[config.mk]
export PLATFORM = sky130hd
export DESIGN_NAME = csr_counter_unit_flat
export DESIGN_NICKNAME = d
export VERILOG_FILES = /design/src/rtl/csr_counter_unit_if.sv /design/src/rtl/csr_counter_unit.sv /design/src/flat_wrapper.sv
export SDC_FILE = /design/constraint.sdc
export NUM_CORES = 1
export LEC_CHECK = 0
export ABC_AREA = 1
export CORE_UTILIZATION = 45
export CTS_BUF_LIST = sky130_fd_sc_hd__clkbuf_8
export CTS_CLUSTER_DIAMETER = 50
export DETAILED_ROUTE_END_ITERATION = 10
export PLACE_DENSITY = 0.65
export SYNTH_ARGS = -nofsm -noshare
export SYNTH_HDL_FRONTEND = slang
export SYNTH_SLANG_ARGS = --single-unit
[constraint.sdc]
create_clock -name clk -period 6.9 [get_ports clk]
set_input_delay 1.035 -clock clk [delete_from_list [all_inputs] [get_ports clk]]
set_output_delay 1.035 -clock clk [all_outputs]
set_load 0.03 [all_outputs]
[src/rtl/csr_counter_unit_if.sv]
// CSR access port and retirement/event inputs for csr_counter_unit.
interface csr_counter_unit_if #(
   parameter int NUM_HPM = 2
);
   localparam int HW = (NUM_HPM > 0) ? NUM_HPM : 1;

   logic          en;
   logic [11:0]   addr;
   logic [1:0]    funct;
   logic [31:0]   in_data;
   logic [31:0]   out_data;
   logic          illegal;
   logic          instret_inc;
   logic [HW-1:0] hpm_event;

   modport master (
      output en, addr, funct, in_data, instret_inc, hpm_event,
      input  out_data, illegal
   );

   modport slave (
      input  en, addr, funct, in_data, instret_inc, hpm_event,
      output out_data, illegal
   );
endinterface

[src/rtl/csr_counter_unit.sv]
// 64-bit cycle/time/instret/hpm counters with machine-mode CSR read-modify-write
// and read-only user aliases; reads return the pre-edge value combinationally.
module csr_counter_unit #(
   parameter int NUM_HPM  = 2,
   parameter int TIME_DIV = 1
) (
   input logic               clk,
   input logic               reset,
   csr_counter_unit_if.slave bus
);
   localparam int HW = (NUM_HPM > 0) ? NUM_HPM : 1;
   localparam int PW = (TIME_DIV > 1) ? $clog2(TIME_DIV) : 1;
   localparam logic [31:0] INH_MASK = 32'h5 | (((32'd1 << NUM_HPM) - 32'd1) << 3);

   logic [63:0]   cyc_q, cyc_d, tim_q, tim_d, ins_q, ins_d;
   logic [63:0]   hpm_q [HW];
   logic [63:0]   hpm_d [HW];
   logic [31:0]   inh_q, inh_d;
   logic [PW-1:0] presc_q, presc_d;

   logic          mapped, ro, hi, wr_intent, do_wr, tick;
   logic          tgt_cyc, tgt_ins, tgt_inh;
   logic [HW-1:0] tgt_hpm;
   logic [31:0]   old_val, new_val;

   function automatic logic [31:0] half_of(input logic [63:0] v, input logic h);
      return h ? v[63:32] : v[31:0];
   endfunction

   // A write to one half replaces the increment for that cycle (no carry either).
   function automatic logic [63:0] upd(input logic [63:0] cur, input logic inc,
                                       input logic wr, input logic h,
                                       input logic [31:0] nv);
      if (wr) return h ? {nv, cur[31:0]} : {cur[63:32], nv};
      return cur + 64'(inc);
   endfunction

   always_comb begin
      mapped  = 1'b0;
      ro      = 1'b0;
      old_val = '0;
      tgt_cyc = 1'b0;
      tgt_ins = 1'b0;
      tgt_inh = 1'b0;
      tgt_hpm = '0;
      hi      = bus.addr[7];
      if (bus.addr == 12'h320) begin
         mapped  = 1'b1;
         tgt_inh = 1'b1;
         old_val = inh_q;
      end else if ((bus.addr[11:8] == 4'hC || bus.addr[11:8] == 4'hB) &&
                   bus.addr[6:5] == 2'b00) begin
         ro = (bus.addr[11:8] == 4'hC);
         if (bus.addr[4:0] == 5'd0) begin
            mapped  = 1'b1;
            tgt_cyc = 1'b1;
            old_val = half_of(cyc_q, hi);
         end else if (bus.addr[4:0] == 5'd1 && ro) begin
            mapped  = 1'b1;
            old_val = half_of(tim_q, hi);
         end else if (bus.addr[4:0] == 5'd2) begin
            mapped  = 1'b1;
            tgt_ins = 1'b1;
            old_val = half_of(ins_q, hi);
         end
         for (int i = 0; i < NUM_HPM; i++) begin
            if (bus.addr[4:0] == 5'(i + 3)) begin
               mapped     = 1'b1;
               tgt_hpm[i] = 1'b1;
               old_val    = half_of(hpm_q[i], hi);
            end
         end
      end

      wr_intent    = (bus.funct == 2'b01) || (bus.funct[1] && bus.in_data != '0);
      bus.illegal  = bus.en && (!mapped || (wr_intent && ro));
      bus.out_data = (bus.en && !bus.illegal) ? old_val : '0;
      do_wr        = bus.en && !bus.illegal && wr_intent;

      case (bus.funct)
         2'b10:   new_val = old_val | bus.in_data;
         2'b11:   new_val = old_val & ~bus.in_data;
         default: new_val = bus.in_data;
      endcase
   end

   always_comb begin
      cyc_d = upd(cyc_q, !inh_q[0], do_wr && tgt_cyc, hi, new_val);
      ins_d = upd(ins_q, bus.instret_inc && !inh_q[2], do_wr && tgt_ins, hi, new_val);
      for (int i = 0; i < HW; i++) hpm_d[i] = hpm_q[i];
      for (int i = 0; i < NUM_HPM; i++)
         hpm_d[i] = upd(hpm_q[i], bus.hpm_event[i] && !inh_q[3+i],
                        do_wr && tgt_hpm[i], hi, new_val);
      // Mask changes only affect increments from the next edge on.
      inh_d   = (do_wr && tgt_inh) ? (new_val & INH_MASK) : inh_q;
      tick    = (presc_q == PW'(TIME_DIV - 1));
      presc_d = tick ? '0 : presc_q + 1'b1;
      tim_d   = tim_q + 64'(tick);
   end

   always_ff @(posedge clk) begin
      if (reset) begin
         cyc_q   <= '0;
         tim_q   <= '0;
         ins_q   <= '0;
         inh_q   <= '0;
         presc_q <= '0;
         for (int i = 0; i < HW; i++) hpm_q[i] <= '0;
      end else begin
         cyc_q   <= cyc_d;
         tim_q   <= tim_d;
         ins_q   <= ins_d;
         inh_q   <= inh_d;
         presc_q <= presc_d;
         hpm_q   <= hpm_d;
      end
   end
endmodule

[src/flat_wrapper.sv]
// flat-port wrapper written by rule: the top's interface ports become plain ports
module csr_counter_unit_flat 
#(
   parameter int NUM_HPM  = 2,
   parameter int TIME_DIV = 1
)
  (clk, reset, bus_en, bus_addr, bus_funct, bus_in_data, bus_instret_inc, bus_hpm_event, bus_out_data, bus_illegal);
  csr_counter_unit_if #(.NUM_HPM(NUM_HPM)) bus_i ();
  input logic clk;
  input logic reset;
  input wire logic [$bits(bus_i.en)-1:0] bus_en;
  input wire logic [$bits(bus_i.addr)-1:0] bus_addr;
  input wire logic [$bits(bus_i.funct)-1:0] bus_funct;
  input wire logic [$bits(bus_i.in_data)-1:0] bus_in_data;
  input wire logic [$bits(bus_i.instret_inc)-1:0] bus_instret_inc;
  input wire logic [$bits(bus_i.hpm_event)-1:0] bus_hpm_event;
  output wire logic [$bits(bus_i.out_data)-1:0] bus_out_data;
  output wire logic [$bits(bus_i.illegal)-1:0] bus_illegal;
  assign bus_i.en = bus_en;
  assign bus_i.addr = bus_addr;
  assign bus_i.funct = bus_funct;
  assign bus_i.in_data = bus_in_data;
  assign bus_i.instret_inc = bus_instret_inc;
  assign bus_i.hpm_event = bus_hpm_event;
  assign bus_out_data = bus_i.out_data;
  assign bus_illegal = bus_i.illegal;
  csr_counter_unit #(.NUM_HPM(NUM_HPM), .TIME_DIV(TIME_DIV)) u_core (.clk(clk), .reset(reset), .bus(bus_i));
endmodule
==> key figures, run 1 <==
Timing
  • # setup viols final: 0
  • Least-Margin Pin Slew: 1410 ps
  • Setup TNS: 0 ps
  • Final Hold Viols: 0
  • Clk_skew: just under 40 ps
  • Tcrit/Tclk final: 84.5%
  • Relative slew slack: ~5.7%
  • Peak Freq: 172 MHz
  • RSZ-0062 raised after global routing: false
  • Worst hold slack: roughly 490 ps
  • Slew Viols, Final: 0
  • Fin crit period: roughly 5800 ps

Yosys
  • Ys Warns: 0
  • Synthesized instance count: 5066
  • Mapped Area: approximately 28000 µm²
  • Synth Register Bits: 325
  • Unique masters post-synth: 38
  • Syn Nets: 5128
  • Sequential share of the synthesized area: 23.1%
  • Avg Cell Area, Syn: 5.55 µm²

Clock network
  • CTS tree: done
  • CTS Sinks: 325
  • Skew-Pair Late Insertion Delay: 690 ps
  • CTS resizes: 0
  • H-tree depth: 3
  • Root Driver: clkbuf_8
  • Clock Path Buffers: 3
  • TritonCTS buffer count: 70
  • Setup Buffers After CTS: 0
  • Clock transition at path regs: 60 ps
  • CTS Hold Bufs: 0

Critical path
  • Worst-path cell chain: clkdlybuf4s50_1, nor2_1, nand2_1, nor2_1, nand3_1, nor2_1, nor2_1, inv_1, o21ai_0, inv_1, or2_2, nand2_1, buf_4, a21oi_1, buf_12
  • Max incr delay on CP: 970 ps
  • Critical path arrival: 4790 ps
  • Worst setup path startpoint: bus_in_data[10]
  • Reg-to-reg critical path startpoint: u_core.inh_q[2]
  • Worst path required time: 5860 ps
  • Kind of critical path: input port to output pin
  • CP max-delay cell: nand2_1
  • Worst setup SP type: input port
  • Most frequent CP cell: nor2_1
  • Crit-path max FO: 17
  • Worst setup EP type: output pin

Routing
  • DRC errors left: 0
  • Initial detailed-routing violation count: 5028
  • Detail Route Antenna Nets: 0
  • Met2 wire length: roughly 55 mm
  • Avg WL per Cell: 23.3 µm
  • Via density: 5.82
  • Drt total wl: approximately 140 mm
  • WL met1: 57.0 mm
  • Drt pass-1 iters: 8
  • Metal3 WL: around 17 mm
  • Uppermost layer routed: met5
  • Via Count: ~34000

Floorplan
  • Rows: slightly above 90
  • Starting Density: between 40% and 50%
  • # IOs: 85
  • Die X: 252 µm
  • Placeable Area: 61700 µm²
  • Die Ht: 252 µm
  • Die area: 63500 µm²

Layout
  • Nets: 5084
  • Layout cells sized above 1: 4.99%
  • FILL cells: just under 7000
  • Multi-input gate area: 18400 µm²
  • Synth-to-layout area growth: 10.3%
  • Most common cell after layout, fill and taps aside: nand2_1
  • Reg area: ~6500 µm²
  • Commonest cells after routing, fill and taps aside: nand2_1, nand3_1, nor2_1, inv_1, o21ai_0

Power and ir drop
  • Pwr/cell area: 146 nW/µm²
  • VDD IR max: 0.125 mV
  • Pleak: 0.0126 µW

Hold path
  • Worst hold start: u_core.tim_q[30]
  • Min-Delay Path Class: flop to flop

Global routing
  • Vias in the first global route: 29771
  • Global-route wire length before repair: roughly 200 mm
  • Total congestion overflow: 0
  • Initial antenna violation count: 7
  • Tot GR Track Use: 42.0%
  • Largest net degree at the start of global routing: 143

Placed design
  • Buffers on Ports: 84
  • Routability cong.: 1.07
  • DP HPWL: 102 mm

Outcome
  • Status: complete, no violations

Flow run
  • Max cap viols: 0
registers in the layout, indices dropped and copies added (netlist names):
register and count:
u_core.inh_q 4, u_core.cyc_q 64, u_core.presc_q 1, u_core.hpm_q 128, u_core.tim_q 64, u_core.ins_q 64
cells in the mapped netlist (all sizes together):
library cell,instances,share of area [%]
o21bai,2,0.053
inv,580,7.7
nand3,737,13
nor3b,4,0.11
nand4,74,1.7
xnor2,44,1.4
nor2,657,8.9
xor2,185,5.8
ha,10,0.45
a211oi,2,0.053
conb,1,0.013
o22ai,29,0.65
and3,4,0.089
o21a,8,0.21
buf,98,1.8
nand2,1372,18
nand3b,2,0.053
dfxtp,325,23
nor4,11,0.24
nor3,212,3.8
o211ai,7,0.19
o21ai,372,6.6
clkbuf,160,2.1
a21oi,152,3.1
or2,7,0.16
a31oi,11,0.24
layout make-up:
cell class                 count  share of cell area [%]
multi-input combinational   3903                    59.3
antenna                        8                  0.0645
sequential                   325                    21.0
clock buffer                  86                    3.82
timing repair buffer         142                    4.70
tap                          837                    3.38
clock inverter                31                   0.722
inverter                     580                    7.07
routing by layer:
layer	up-vias	GRT usage, %
met3	367	10.6
met5	-	0
met2	2083	58.6
li1	16208	-
met4	2	24.1
met1	15741	58.1
cells by family (layout without fill, tap and decap cells):
logic type | Yosys count | after routing | synth area share (%)
other | 1 | 9 | 0.0133
buffers and inverters | 838 | 839 | 11.7
adders and majority gates | 10 | 10 | 0.445
DFF | 325 | 325 | 23.1
AOI/OAI and AO/OA | 583 | 583 | 11.1
and+or+nand+nor | 3080 | 3080 | 46.5
xor gates and xnor gates | 229 | 229 | 7.13
through the flow:
step / total power (µW) / worst slack (ps) / util, % / cell area [µm²] / cells
after floorplan: 2120 / 3060 / - / 28100 / 5066
after global placement: 2320 / 1200 / 47.9 / 29600 / 5787
after detailed placement: 2320 / 1250 / 47.9 / 29600 / 5787
after CTS: 4510 / 1250 / 50.2 / 31000 / 5904
after global routing: 4630 / 941 / 50.2 / 31000 / 5905
final: 4530 / 1070 / 50.3 / 31000 / 5912
critical path, delay by kind of cell:
| family | cells | cell delay (ps) |
|---|---|---|
| AND/OR/NAND/NOR | 8 | 2090 |
| AO/OA/AOI/OAI | 2 | 270 |
| buffers and inverters | 5 | 1400 |
power by group:
| group | internal (µW) | switching (µW) |
|---|---|---|
| sequential | 1880 | 8.04 |
| clock | 1230 | 992 |
| combinational | 85.3 | 327 |
final timing paths:
path | end | slack (ps) | depth (start not counted)
max | bus_out_data[23] | 1070 | 15
max reg2reg | u_core.ins_q[46] | 3550 | 13
min reg2reg | u_core.tim_q[30] | 490 | 2
min | u_core.tim_q[30] | 490 | 2
(Power assumes the default switching activity.)
==> inputs of run 2 (changes only) <==
--- a/config.mk
+++ b/config.mk
@@ -10,7 +10,7 @@
 export CTS_BUF_LIST = sky130_fd_sc_hd__clkbuf_8
 export CTS_CLUSTER_DIAMETER = 50
 export DETAILED_ROUTE_END_ITERATION = 10
-export PLACE_DENSITY = 0.65
+export PLACE_DENSITY = 0.68
 export SYNTH_ARGS = -nofsm -noshare
 export SYNTH_HDL_FRONTEND = slang
 export SYNTH_SLANG_ARGS = --single-unit
==> constraint.sdc (replaced) <==
create_clock -name clk -period 5 [get_ports clk]
set_input_delay 0.75 -clock clk [delete_from_list [all_inputs] [get_ports clk]]
set_output_delay 0.75 -clock clk [all_outputs]
set_load 0.03 [all_outputs]
==> run 2 against run 1 <==
Against the previous run:
- first-iteration DRC count is 1.8% lower
- hold slack lost 7.1 ps
- worst setup slack got worse by 740 ps
- clock power is 44% higher
- power increased by 41%
- cell count rose by 0.58%
- critical path type unchanged
- largest cell class unchanged
==> key figures, run 2 (synthesis results as in run 1) <==
Critical path
  • Cells on worst reg2reg path: 11 (was 13)
  • Worst-path cell chain: clkdlybuf4s50_1, nor2_1, nand2_1, nor2_1, nand3_1, nor2_1, nor2_1, inv_1, o21ai_0, inv_1, or2_2, nand2_1, buf_4, a21oi_1, buf_12 (unchanged)
  • Worst setup SP type: input port (unchanged)
  • CP max-delay cell: clkdlybuf4s50_1 (was nand2_1)
  • Crit-path max FO: 32 (was 17)
  • Critical path arrival: 3920 ps (was 4790 ps)
  • Worst path required time: 4250 ps (was 5860 ps)
  • Worst setup EP type: output pin (unchanged)
  • Max incr delay on CP: 520 ps (was 970 ps)
  • Kind of critical path: input port to output pin (unchanged)
  • Most frequent CP cell: nor2_1 (unchanged)

Timing
  • # setup viols final: 0 (unchanged)
  • Least-Margin Pin Slew: 1070 ps (was 1410 ps)
  • Tcrit/Tclk final: around 93%
  • Final Hold Viols: 0 (unchanged)
  • Fin crit period: ~4700 ps
  • Relative slew slack: 28.9% (was 5.73%)
  • Clk_skew: 46.1 ps (was 38.6 ps)
  • Peak Freq: 214 MHz
  • Slew Viols, Final: 0 (unchanged)
  • RSZ-0062 raised after global routing: false (unchanged)
  • Setup TNS: 0 ps (unchanged)

Layout
  • Commonest cells after routing, fill and taps aside: nand2_1, nand3_1, nor2_1, inv_1, o21ai_0 (unchanged)
  • Most common cell after layout, fill and taps aside: nand2_1 (unchanged)
  • Largest Register: u_core.hpm_q (unchanged)
  • Synth-to-layout area growth: 11.8% (was 10.3%)
  • Layout cells sized above 1: 5.72% (was 4.99%)
  • Reg area: 6510 µm² (unchanged)
  • Nets: 5117 (was 5084)
  • Number of flip-flops in the largest register: 128 (unchanged)
  • Utilization after layout: 50.9% (was 50.3%)
  • Multi-input gate area: 18400 µm² (unchanged)
  • FILL cells: 6813 (was 6818)

Routing
  • DRC errors left: 0 (unchanged)
  • Avg WL per Cell: 23.4 µm (was 23.3 µm)
  • Initial detailed-routing violation count: 4938 (was 5028)
  • Via Count: 34578 (was 34401)
  • Drt total wl: 139 mm (was 138 mm)
  • Drt pass-1 iters: 8 (unchanged)
  • Detail Route Antenna Nets: 0 (unchanged)
  • Via density: 5.82 (about the same)

Global routing
  • Tot GR Track Use: 42.7% (was 42.0%)
  • Vias in the first global route: 30556 (was 29771)
  • Largest net degree at the start of global routing: 129 (was 143)
  • Total congestion overflow: 0 (unchanged)
  • Initial antenna violation count: 9 (was 7)
  • Global-route wire length before repair: 201 mm (was 198 mm)

Clock network
  • Clock transition at path regs: 60 ps (about the same)
  • CTS Sinks: 325 (unchanged)
  • Setup Buffers After CTS: 0 (unchanged)
  • Root Driver: clkbuf_8 (unchanged)
  • H-tree depth: 3 (unchanged)
  • CTS Hold Bufs: 0 (unchanged)
  • Clock Path Buffers: 3 (unchanged)
  • CTS resizes: 0 (unchanged)
  • Skew-Pair Late Insertion Delay: 700 ps (was 690 ps)
  • TritonCTS buffer count: 70 (unchanged)
  • CTS tree: done (unchanged)

Power and ir drop
  • Pleak: 0.0128 µW (was 0.0126 µW)
  • VDD IR max: 0.174 mV (was 0.125 mV)
  • Pwr/cell area: 203 nW/µm² (was 146 nW/µm²)

Outcome
  • Status: complete, no violations (unchanged)

Placed design
  • Buffers on Ports: 84 (unchanged)
  • DP HPWL: 106 mm (was 102 mm)
  • Routability cong.: 1.08 (was 1.07)

Floorplan
  • Starting Density: 45.6% (unchanged)
  • Rows: 91 (unchanged)
  • Die X: 252 µm (unchanged)
  • Die area: 63500 µm² (unchanged)
  • Placeable Area: 61700 µm² (unchanged)
  • # IOs: 85 (unchanged)
  • Die Ht: 252 µm (unchanged)

Hold path
  • Hold Path Depth: 2 (unchanged)
  • Min-Delay Path Class: flop to flop (unchanged)

Flow run
  • Max cap viols: 0 (unchanged)
## run 2: changes by cell type in the layout (fill, tap and decap cells not counted), moves of 2 or more
cell	previous run	this run
clkinv_2	7	4
clkinvlp_4	4	10
clkbuf_8	86	88
buf_12	21	29
buf_4	69	95
diode_2	8	5
## run 2: worst max-delay path: cells and delay by family
kind | cells | cell delay [ps]
buf+inv | 5 | 1320
simple gates | 8 | 1270
compound gates | 2 | 550
## run 2: power breakdown
group	leakage [µW]	total, µW	switching, µW	internal [µW]
logic	0.00944	576	438	138
clock network	0.000786	3190	1400	1790
registers	0.00262	2610	11.4	2600
total	0.0128	6380	1850	4530
## run 2: through the flow
| stage | area (µm²) | setup WS [ps] | hold WS (ps) | std cells | power (µW) |
|---|---|---|---|---|---|
| floorplan | 28100 | 1730 | 437 | 5066 | 2920 |
| global placement | 29900 | 453 | 466 | 5820 | 3210 |
| detailed placement | 29900 | 498 | 473 | 5820 | 3210 |
| CTS | 31400 | 482 | 482 | 5941 | 6380 |
| global route | 31400 | 296 | 518 | 5945 | 6510 |
| finish | 31400 | 327 | 486 | 5946 | 6380 |
## run 2: cell type report
type,instances,share of cell area (%)
Tap cell,837,3.33
Antenna cell,5,0.0398
Inverter,580,6.98
Multi-Input combinational cell,3903,58.5
Sequential cell,325,20.7
Clock inverter,33,0.864
Clock buffer,88,3.85
Timing Repair Buffer,175,5.74
## run 2: final timing paths
path	from	endpoint	slack, ps
setup / recovery	bus_in_data[13]	bus_out_data[19]	330
setup reg to reg	u_core.inh_q[4]	u_core.hpm_q[48]	1700
hold reg to reg	u_core.tim_q[30]	u_core.tim_q[30]	490
hold / removal	u_core.tim_q[30]	u_core.tim_q[30]	490
## run 2: per-layer routing
layer  GRT usage [%]  vias up  wire length (µm)
li1                -    16287                 -
met1            57.2    15837             56400
met2            60.7     2063             56100
met3            11.8      377             17300
met4            24.8       14              9060
met5               0        -                93
